`config.mk`:
```
export PLATFORM = sky130hd
export DESIGN_NAME = d_write_buffer
export DESIGN_NICKNAME = d
export VERILOG_FILES = /design/src/rtl/d_write_buffer_pkg.sv /design/src/rtl/wbuf_fifo.sv /design/src/rtl/d_write_buffer.sv
export SDC_FILE = /design/constraint.sdc
export NUM_CORES = 1
export LEC_CHECK = 0
export CORE_MARGIN = 2
export CORE_UTILIZATION = 56
export CTS_BUF_LIST = sky130_fd_sc_hd__clkbuf_16
export DETAILED_ROUTE_END_ITERATION = 10
export PLACE_DENSITY = 0.88
export SLEW_MARGIN = 20
export SYNTH_ARGS = -nofsm -noshare
export SYNTH_HDL_FRONTEND = slang
export SYNTH_SLANG_ARGS = --single-unit
```
`constraint.sdc`:
```
create_clock -name clk -period 11.3 [get_ports clk]
set_input_delay 2.825 -clock clk [delete_from_list [all_inputs] [get_ports clk]]
set_output_delay 2.825 -clock clk [all_outputs]
set_load 0.05 [all_outputs]
```
`src/rtl/d_write_buffer_pkg.sv`:
```
// rtl/d_write_buffer_pkg.sv - shared CPU types: TLB entry, write-buffer entry, write-buffer issue FSM state
package d_write_buffer_pkg;

  typedef struct packed {
    logic [19:0] vpn;
    logic [19:0] pfn;
    logic [7:0]  asid;
    logic        valid;
    logic        dirty;
    logic        cached;
  } tlb_entry_t;

  typedef struct packed {
    logic [31:0] addr;
    logic [31:0] wdata;
    logic [3:0]  wstrb;
    logic [2:0]  size;
  } wbuf_entry_t;

  typedef enum logic [1:0] {
    WB_IDLE   = 2'd0,
    WB_SEND   = 2'd1,
    WB_WAIT_B = 2'd2
  } wbuf_state_t;

  // Every uncached store goes out as a single-beat burst.
  localparam logic [7:0] WB_AWLEN = 8'd0;

endpackage

```
`src/rtl/wbuf_fifo.sv`:
```
// rtl/wbuf_fifo.sv - circular store FIFO with head/tail pointers, exposing all entry addresses for RAW compare
module wbuf_fifo
  import d_write_buffer_pkg::*;
#(
  parameter int DEPTH = 4
) (
  input  logic                       clk,
  input  logic                       rst,
  input  logic                       i_push,
  input  wbuf_entry_t                i_push_entry,
  input  logic                       i_pop,
  output logic                       o_full,
  output logic                       o_empty,
  output logic [$clog2(DEPTH):0]     o_count,
  output wbuf_entry_t                o_head,
  output logic [DEPTH*32-1:0]        o_addr_flat,
  output logic [DEPTH-1:0]           o_valid
);

  localparam int PW = $clog2(DEPTH);
  localparam logic [PW:0] FULL_CNT = (PW+1)'(DEPTH);

  wbuf_entry_t   r_mem [DEPTH];
  logic [PW-1:0] r_head;
  logic [PW-1:0] r_tail;
  logic [PW:0]   r_count;
  logic          w_push;
  logic          w_pop;

  assign o_full  = (r_count == FULL_CNT);
  assign o_empty = (r_count == '0);
  assign o_count = r_count;
  assign o_head  = r_mem[r_head];
  assign w_push  = i_push && !o_full;
  assign w_pop   = i_pop && !o_empty;

  // DEPTH is a power of two, so pointer overflow is the wrap to 0.
  always_ff @(posedge clk) begin
    if (rst) begin
      r_head  <= '0;
      r_tail  <= '0;
      r_count <= '0;
    end else begin
      if (w_push) begin
        r_mem[r_tail] <= i_push_entry;
        r_tail        <= r_tail + 1'b1;
      end
      if (w_pop) begin
        r_head <= r_head + 1'b1;
      end
      case ({w_push, w_pop})
        2'b10:   r_count <= r_count + 1'b1;
        2'b01:   r_count <= r_count - 1'b1;
        default: r_count <= r_count;
      endcase
    end
  end

  // A slot is live when its distance from the head is below the fill count.
  always_comb begin
    o_valid = '0;
    for (int i = 0; i < DEPTH; i++) begin
      o_valid[i] = ({1'b0, PW'(i) - r_head} < r_count);
    end
  end

  for (genvar g = 0; g < DEPTH; g++) begin : g_addr
    assign o_addr_flat[g*32 +: 32] = r_mem[g].addr;
  end

endmodule

```
`src/rtl/d_write_buffer.sv`:
```
// rtl/d_write_buffer.sv - uncached store buffer issuing single-beat AXI writes; DWB_RAW_CHECK_EN enables per-entry RAW compare
module d_write_buffer
  import d_write_buffer_pkg::*;
#(
  parameter int DEPTH = 4
) (
  input  logic        clk,
  input  logic        rst,
  input  logic        req_valid,
  output logic        req_ready,
  input  logic [31:0] req_addr,
  input  logic [31:0] req_wdata,
  input  logic [3:0]  req_wstrb,
  input  logic [2:0]  req_size,
  input  logic [31:0] rd_addr,
  output logic        raw_hit,
  output logic        empty,
  output logic [31:0] awaddr,
  output logic [7:0]  awlen,
  output logic [2:0]  awsize,
  output logic        awvalid,
  input  logic        awready,
  output logic [31:0] wdata,
  output logic [3:0]  wstrb,
  output logic        wlast,
  output logic        wvalid,
  input  logic        wready,
  input  logic        bvalid,
  output logic        bready
);

  localparam int PW = $clog2(DEPTH);
  localparam logic [PW:0] ONE_CNT = (PW+1)'(1);

  wbuf_state_t         r_state;
  wbuf_state_t         w_state_nxt;
  logic                r_aw_done;
  logic                r_w_done;
  logic                w_aw_done_nxt;
  logic                w_w_done_nxt;
  logic                w_push;
  logic                w_pop;
  logic                w_full;
  logic                w_fifo_empty;
  logic [PW:0]         w_count;
  wbuf_entry_t         w_head;
  wbuf_entry_t         w_push_entry;
  logic [DEPTH*32-1:0] w_addr_flat;
  logic [DEPTH-1:0]    w_valid;

  assign w_push_entry = '{addr: req_addr, wdata: req_wdata, wstrb: req_wstrb, size: req_size};
  assign req_ready    = !w_full;
  assign w_push       = req_valid && req_ready;

  wbuf_fifo #(.DEPTH(DEPTH)) u_fifo (
    .clk          (clk),
    .rst          (rst),
    .i_push       (w_push),
    .i_push_entry (w_push_entry),
    .i_pop        (w_pop),
    .o_full       (w_full),
    .o_empty      (w_fifo_empty),
    .o_count      (w_count),
    .o_head       (w_head),
    .o_addr_flat  (w_addr_flat),
    .o_valid      (w_valid)
  );

  always_ff @(posedge clk) begin
    if (rst) begin
      r_state   <= WB_IDLE;
      r_aw_done <= 1'b0;
      r_w_done  <= 1'b0;
    end else begin
      r_state   <= w_state_nxt;
      r_aw_done <= w_aw_done_nxt;
      r_w_done  <= w_w_done_nxt;
    end
  end

  always_comb begin
    w_state_nxt   = r_state;
    w_aw_done_nxt = r_aw_done;
    w_w_done_nxt  = r_w_done;
    awvalid       = 1'b0;
    wvalid        = 1'b0;
    bready        = 1'b0;
    w_pop         = 1'b0;
    case (r_state)
      WB_IDLE: begin
        if (w_count != '0) w_state_nxt = WB_SEND;
      end
      WB_SEND: begin
        awvalid = !r_aw_done;
        wvalid  = !r_w_done;
        if (awvalid && awready) w_aw_done_nxt = 1'b1;
        if (wvalid && wready)   w_w_done_nxt  = 1'b1;
        // Both channels done, possibly in the same cycle: wait for the response.
        if (w_aw_done_nxt && w_w_done_nxt) begin
          w_state_nxt   = WB_WAIT_B;
          w_aw_done_nxt = 1'b0;
          w_w_done_nxt  = 1'b0;
        end
      end
      WB_WAIT_B: begin
        bready = 1'b1;
        if (bvalid) begin
          w_pop       = 1'b1;
          w_state_nxt = (w_count > ONE_CNT) ? WB_SEND : WB_IDLE;
        end
      end
      default: w_state_nxt = WB_IDLE;
    endcase
  end

  assign awaddr = w_head.addr;
  assign awlen  = WB_AWLEN;
  assign awsize = w_head.size;
  assign wdata  = w_head.wdata;
  assign wstrb  = w_head.wstrb;
  assign wlast  = 1'b1;
  assign empty  = w_fifo_empty && (r_state == WB_IDLE);

`ifdef DWB_RAW_CHECK_EN
  always_comb begin
    raw_hit = 1'b0;
    for (int i = 0; i < DEPTH; i++) begin
      if (w_valid[i] && (w_addr_flat[i*32+2 +: 30] == rd_addr[31:2])) raw_hit = 1'b1;
    end
  end
  logic w_unused;
  assign w_unused = &{1'b0, rd_addr[1:0]};
`else
  // Without comparators any pending store stalls every load.
  assign raw_hit = !empty;
  logic w_unused;
  assign w_unused = &{1'b0, rd_addr, w_addr_flat, w_valid};
`endif

endmodule

```
==> results of run 1 <==
==> kinds of logic after synthesis <==
kind of cell | synth area share
adders and majority gates | 0.00902
other | 0.000677
xor gates and xnor gates | 0.00158
and+or+nand+nor | 0.0169
buffers and inverters | 0.0256
DFF | 0.792
muxes | 0.148
AOI/OAI and AO/OA | 0.00609
==> power by group through the flow <==
stage	clock network (W)	logic, W	registers [W]
3_3_place_gp	0	0.000278	0.00128
6_report	0.00101	0.000286	0.00126
3_5_place_dp	0	0.000286	0.00128
5_1_grt	0.00106	0.000300	0.00126
2_1_floorplan	0	0.000195	0.00127
4_1_cts	0.00103	0.000287	0.00126
==> synthesized netlist by cell type (all sizes together) (3+ instances only) <==
library cell / count
edfxtp: 284
mux4: 71
buf: 25
dfxtp: 13
nor2: 12
ha: 8
inv: 6
a21oi: 5
nand2: 5
and2: 4
mux2: 3
nor2b: 3
nor3: 3
==> flip-flops by register name, indices dropped and copies added, names as in the netlist, named ones only <==
signal / count
u_fifo.r_head: 2
u_fifo.o_count: 3
u_fifo.r_mem: 284
r_state: 2
r_aw_done: 1
u_fifo.r_tail: 2
r_w_done: 1
==> metal layers <==
| layer | GRT usage | up-vias |
|---|---|---|
| met1 | 0.232 | 2626 |
| met3 | 0.0461 | 36 |
| met2 | 0.316 | 202 |
| met5 | 0 | - |
| met4 | 0.0552 | 0 |
| li1 | - | 2253 |
==> how the worst min path moves through the flow <==
stage | start | endpoint | slack (ps)
after floorplan | u_fifo.r_tail[0] | u_fifo.r_tail[0] | 470
after global placement | u_fifo.r_tail[0] | u_fifo.r_tail[0] | 480
after detailed placement | u_fifo.r_tail[0] | u_fifo.r_tail[0] | 500
after CTS | u_fifo.r_tail[0] | u_fifo.r_tail[0] | 510
after global routing | u_fifo.r_tail[0] | u_fifo.r_tail[0] | 530
final | u_fifo.r_tail[0] | u_fifo.r_tail[0] | 510
==> placed cells by master, fill, tap and decap left out, types with 3 or more instances in the layout <==
master / Yosys / routed
nor2_1: 12 / 12
ha_1: 8 / 8
clkdlybuf4s50_1: 0 / 153
clkinv_1: 0 / 5
bufinv_16: 0 / 7
inv_1: 6 / 11
dfxtp_1: 13 / 11
nor3_1: 3 / 3
and2_4: 0 / 4
conb_1: 2 / 9
nand2_1: 5 / 5
edfxtp_1: 284 / 284
clkinv_2: 0 / 3
mux4_2: 70 / 70
clkbuf_16: 0 / 29
a21oi_1: 5 / 5
==> worst min-delay path, delay by kind of cell, from the launching register on <==
kind,cells,cell delay (ps)
flops,1,340
simple gates,1,70
compound gates,1,60
==> metrics by stage <==
| stage | utilization | cell area, um^2 | setup slack, ps | total power, W | std cells |
|---|---|---|---|---|---|
| after floorplan | - | 11100 | 5810 | 0.00147 | 470 |
| after global placement | 0.655 | 12800 | 5500 | 0.00155 | 863 |
| after detailed placement | 0.655 | 12800 | 5510 | 0.00157 | 863 |
| after CTS | 0.707 | 13800 | 4920 | 0.00257 | 915 |
| after global routing | 0.709 | 13800 | 4790 | 0.00262 | 916 |
| final | 0.709 | 13800 | 5070 | 0.00255 | 916 |
==> final cells by class <==
class                           count  area [um^2]
Multi-Input combinational cell    141         2060
Fill cell                        1131         5670
Sequential cell                   297         8800
Inverter                            6         22.5
Clock buffer                       29          726
Clock inverter                     23          287
Timing Repair Buffer              155         1570
Tap cell                          265          332
==> results by group, run 1 <==
Synth
  – Yosys warns: 0
  – Ranking of synthesized cells by area: edfxtp_1 (77%), mux4_2 (14%), dfxtp_1 (2.3%)
  – Seq/Total Area, Yosys: 0.792
  – Post-synth top area share: 0.768
  – Synthesized instance count: 463
  – Synth Area per Inst: 24.0 um^2
  – Synth cell types: 36
  – Mapped cell area: 0.0111 mm^2
  – Top_reg_cell synth: edfxtp_1
  – FF+latch count, synth: 297
  – Post-synth ARST share: 0
  – Area leader, netlist: edfxtp_1
  – Number of synthesized flops with an enable pin: 284

Placement
  – Post-DP HPWL: 11,000 um
  – GP Congestion: 0.719
  – PortBufs: 153

Clock network
  – Clock root buffer: clkbuf_16
  – Post-CTS Setup Bufs: 0
  – H-Tree Depth: 1
  – Cts bufs inserted: 29
  – Skew-Pair Late Insertion Delay: 530 ps
  – CTS max path bufs: 3
  – Clock slew at reported path FFs: 60 ps
  – PostCTS Resize Cnt: 0
  – Clk sinks: 297
  – Cts hold-fix bufs: 0
  – TritonCTS clock tree: yes

GRT
  – GRT Total Usage: 0.183
  – Largest net degree at the start of global routing: 72
  – Vias in the first global route: 5,503
  – First-pass GRT wire length: 29,200 um
  – Initial antenna violation count: 0
  – GR Overflow Total: 0

Finish
  – Layout cells sized above 1: 0.189
  – Ant. Diodes: 0
  – Final net count: 747
  – Area added between synthesis and finish: 24.3%

Pwr
  – Sw frac: 0.226
  – Cell-internal power: 0.00197 W
  – Pwr dens: 185 mW/mm^2
  – Switching power total: 0.000576 W
  – Leak: 4.41 nW
  – Seq pwr share: 0.493
  – Clock power share: 0.395
  – Worst vdd ir: 0.189 mV
  – Gate power share: 0.112

Worst hold path
  – Worst hold path class: register to register
  – Worst Hold Depth: 2

Timing
  – Final Skew: 13.5 ps
  – Final setup violating endpoints: 0
  – Slew Viols, Final: 0
  – Final hold vios: 0
  – Final worst-path cycle share: 0.552
  – WHS: 511 ps
  – Max-slew headroom: 0.250
  – Shortest period the worst path allows: 6230 ps
  – Sum Neg Setup Slack: 0 ps
  – Tightest Pin Transition: 1130 ps
  – Fmax: 160 MHz
  – RSZ-0062 raised after global routing: false

Critical path
  – R2R setup slack: 8490 ps
  – Startpoint types: register
  – Critical path arrival: 3410 ps
  – Crit path required time: 8480 ps
  – WS Path Type: register to output port
  – Slowest CP cell: buf_4
  – Critical Path End Type: output port
  – CP Capture Point: wdata[8]
  – Crit-path cells: buf_4 -> mux4_2 -> clkdlybuf4s50_1
  – Reg2reg path depth: 6
  – CP max stage delay: 760 ps
  – Stages on the worst setup path: 3
  – Reg2reg start: u_fifo.o_count[0]
  – Worst Path Max Fanout: 41
  – FF-to-FF End: u_fifo.r_mem[2][34]
  – Cell family with most CP delay: buffers and inverters
  – WP buf/inv: 2

Floorplan
  – Initial Utilization: 0.570
  – I/O pin cnt: 195
  – Die W: 145 um
  – Die height: 145 um
  – Core area: 0.0195 mm^2
  – Row cnt: 51
  – DIE AREA: 0.0210 mm^2

Run
  – Max_cap viols: 0

Route
  – Post-route DRC violation count: 0
  – Uppermost layer routed: met4
  – Vias post-DR: 5,117
  – WL/cell: 21.3 um
  – First-iteration detailed-routing DRC count: 430
  – Detailed Routing Iterations Pass 1: 4
  – Met2 wire length: 9860 um
  – Detailed Route WL: 19,500 um
  – Vias per cell: 5.59
  – Post-route ant nets: 0
  – DR WL met3: 1510 um
  – Met1 WL: 7620 um

Status
  – Status: finished clean
(Power assumes the default switching activity.)
==> inputs of run 2 (changes only) <==
--- a/config.mk
+++ b/config.mk
@@ -6,10 +6,10 @@
 export NUM_CORES = 1
 export LEC_CHECK = 0
 export CORE_MARGIN = 2
-export CORE_UTILIZATION = 56
+export CORE_UTILIZATION = 47
 export CTS_BUF_LIST = sky130_fd_sc_hd__clkbuf_16
 export DETAILED_ROUTE_END_ITERATION = 10
-export PLACE_DENSITY = 0.88
+export PLACE_DENSITY = 0.79
 export SLEW_MARGIN = 20
 export SYNTH_ARGS = -nofsm -noshare
 export SYNTH_HDL_FRONTEND = slang
==> constraint.sdc (replaced) <==
create_clock -name clk -period 5.15 [get_ports clk]
set_input_delay 1.2875 -clock clk [delete_from_list [all_inputs] [get_ports clk]]
set_output_delay 1.2875 -clock clk [all_outputs]
set_load 0.05 [all_outputs]
==> results by group, run 2 (synthesis results as in run 1) <==
Worst hold path
  – Worst Hold Launch: u_fifo.r_tail[0]
  – Worst hold path class: register to register

Critical path
  – Critical Path End Type: output port
  – Startpoint types: register
  – Crit path required time: 3860 ps
  – Critical path arrival: 2890 ps
  – Reg2reg start: u_fifo.o_count[0]
  – Worst Path Max Fanout: 36
  – WS Path Type: register to output port

Timing
  – Final worst-path cycle share: 0.811
  – Final hold vios: 0
  – Tightest Pin Transition: 1060 ps
  – Max-slew headroom: 0.296
  – Fmax: 239 MHz
  – Sum Neg Setup Slack: 0 ps
  – Slew Viols, Final: 0
  – Final setup violating endpoints: 0
  – RSZ-0062 raised after global routing: false
  – Final Skew: 5.29 ps
  – Shortest period the worst path allows: 4180 ps

Route
  – Met1 WL: 7870 um
  – Detailed Route WL: 19,800 um
  – Detailed Routing Iterations Pass 1: 4
  – Met2 wire length: 10,600 um
  – Uppermost layer routed: met4
  – First-iteration detailed-routing DRC count: 220
  – Post-route ant nets: 0
  – DR WL met3: 1120 um
  – WL/cell: 20.4 um
  – Vias post-DR: 5,146
  – Post-route DRC violation count: 0
  – Vias per cell: 5.29

Clock network
  – Clock slew at reported path FFs: 60 ps
  – Skew-Pair Late Insertion Delay: 530 ps
  – PostCTS Resize Cnt: 0
  – H-Tree Depth: 1
  – TritonCTS clock tree: yes
  – CTS max path bufs: 3
  – Clock root buffer: clkbuf_16
  – Clk sinks: 297
  – Post-CTS Setup Bufs: 0
  – Cts hold-fix bufs: 0
  – Cts bufs inserted: 29

Floorplan
  – Initial Utilization: 0.476
  – DIE AREA: 0.0249 mm^2
  – Die height: 158 um
  – I/O pin cnt: 195
  – Die W: 158 um
  – Row cnt: 56
  – Core area: 0.0233 mm^2

Finish
  – Design area: 0.0138 mm^2
  – Highest-count cells in the layout ignoring fill and taps: edfxtp_1 (284), clkdlybuf4s50_1 (153), mux4_2 (70), clkbuf_16 (29), inv_1 (15)
  – Fin cells: 972
  – Most common cell after layout, fill and taps aside: edfxtp_1
  – Layout cells sized above 1: 0.184
  – Final net count: 751
  – Max reg flops: 284
  – Ant. Diodes: 0
  – Area added between synthesis and finish: 24.2%
  – Biggest register: u_fifo.r_mem

GRT
  – Vias in the first global route: 5,578
  – GRT Total Usage: 0.158
  – First-pass GRT wire length: 30,200 um
  – Initial antenna violation count: 0
  – GR Overflow Total: 0
  – Largest net degree at the start of global routing: 72

Pwr
  – Worst vdd ir: 0.465 mV
  – Pwr dens: 385 mW/mm^2
  – Leak: 4.39 nW

Placement
  – Placed Cells: 920
  – Post-DP HPWL: 11,600 um
  – PortBufs: 153
  – GP Congestion: 0.731
  – Area after DPL: 0.0129 mm^2

Run
  – Max_cap viols: 0

Status
  – Status: finished clean
## run 2: layer usage
metal,up-vias,global-route usage
li1,2257,-
met1,2705,0.195
met2,161,0.286
met3,23,0.0328
met4,0,0.0411
met5,-,0
## run 2: final cells by class
type                    instances  area [um^2]
well taps                     319          399
clock buffers                  29          726
inverters                       6         22.5
flip-flops and latches        297         8800
repair buffers                159         1640
fillers                      1626         9550
multi-input cells             141         2060
clock inverters                21          136
## run 2: power by group
group | total [W] | internal (W) | leakage [nW] | switching (W)
Combinational | 0.000643 | 0.000249 | 1.24 | 0.000394
Sequential | 0.00275 | 0.00272 | 2.69 | 0.0000350
Clock | 0.00191 | 0.00111 | 0.459 | 0.000806
Total | 0.00531 | 0.00407 | 4.39 | 0.00124
## run 2: per-stage QoR
| stage | worst slack [ps] | power [W] | hold slack, ps | util |
|---|---|---|---|---|
| after floorplan | 1200 | 0.00322 | 466 | - |
| final | 972 | 0.00531 | 511 | 0.591 |
| after global routing | 767 | 0.00549 | 548 | 0.591 |
| after detailed placement | 1250 | 0.00345 | 509 | 0.552 |
| after CTS | 878 | 0.00537 | 518 | 0.589 |
| after global placement | 1300 | 0.00342 | 485 | 0.552 |
## run 2: final timing paths
kind | endpoint | slack [ps] | cells after the start
max | awaddr[31] | 970 | 3
min | u_fifo.r_tail[0] | 510 | 2
max reg2reg | u_fifo.r_mem[3][22] | 2520 | 7
min reg2reg | u_fifo.r_tail[0] | 510 | 2
## run 2: worst max-delay path, cell delays in order (launching register included)
cell and delay [ps]:
dfxtp_4 650, buf_12 340, mux4_1 610, clkdlybuf4s50_1 720
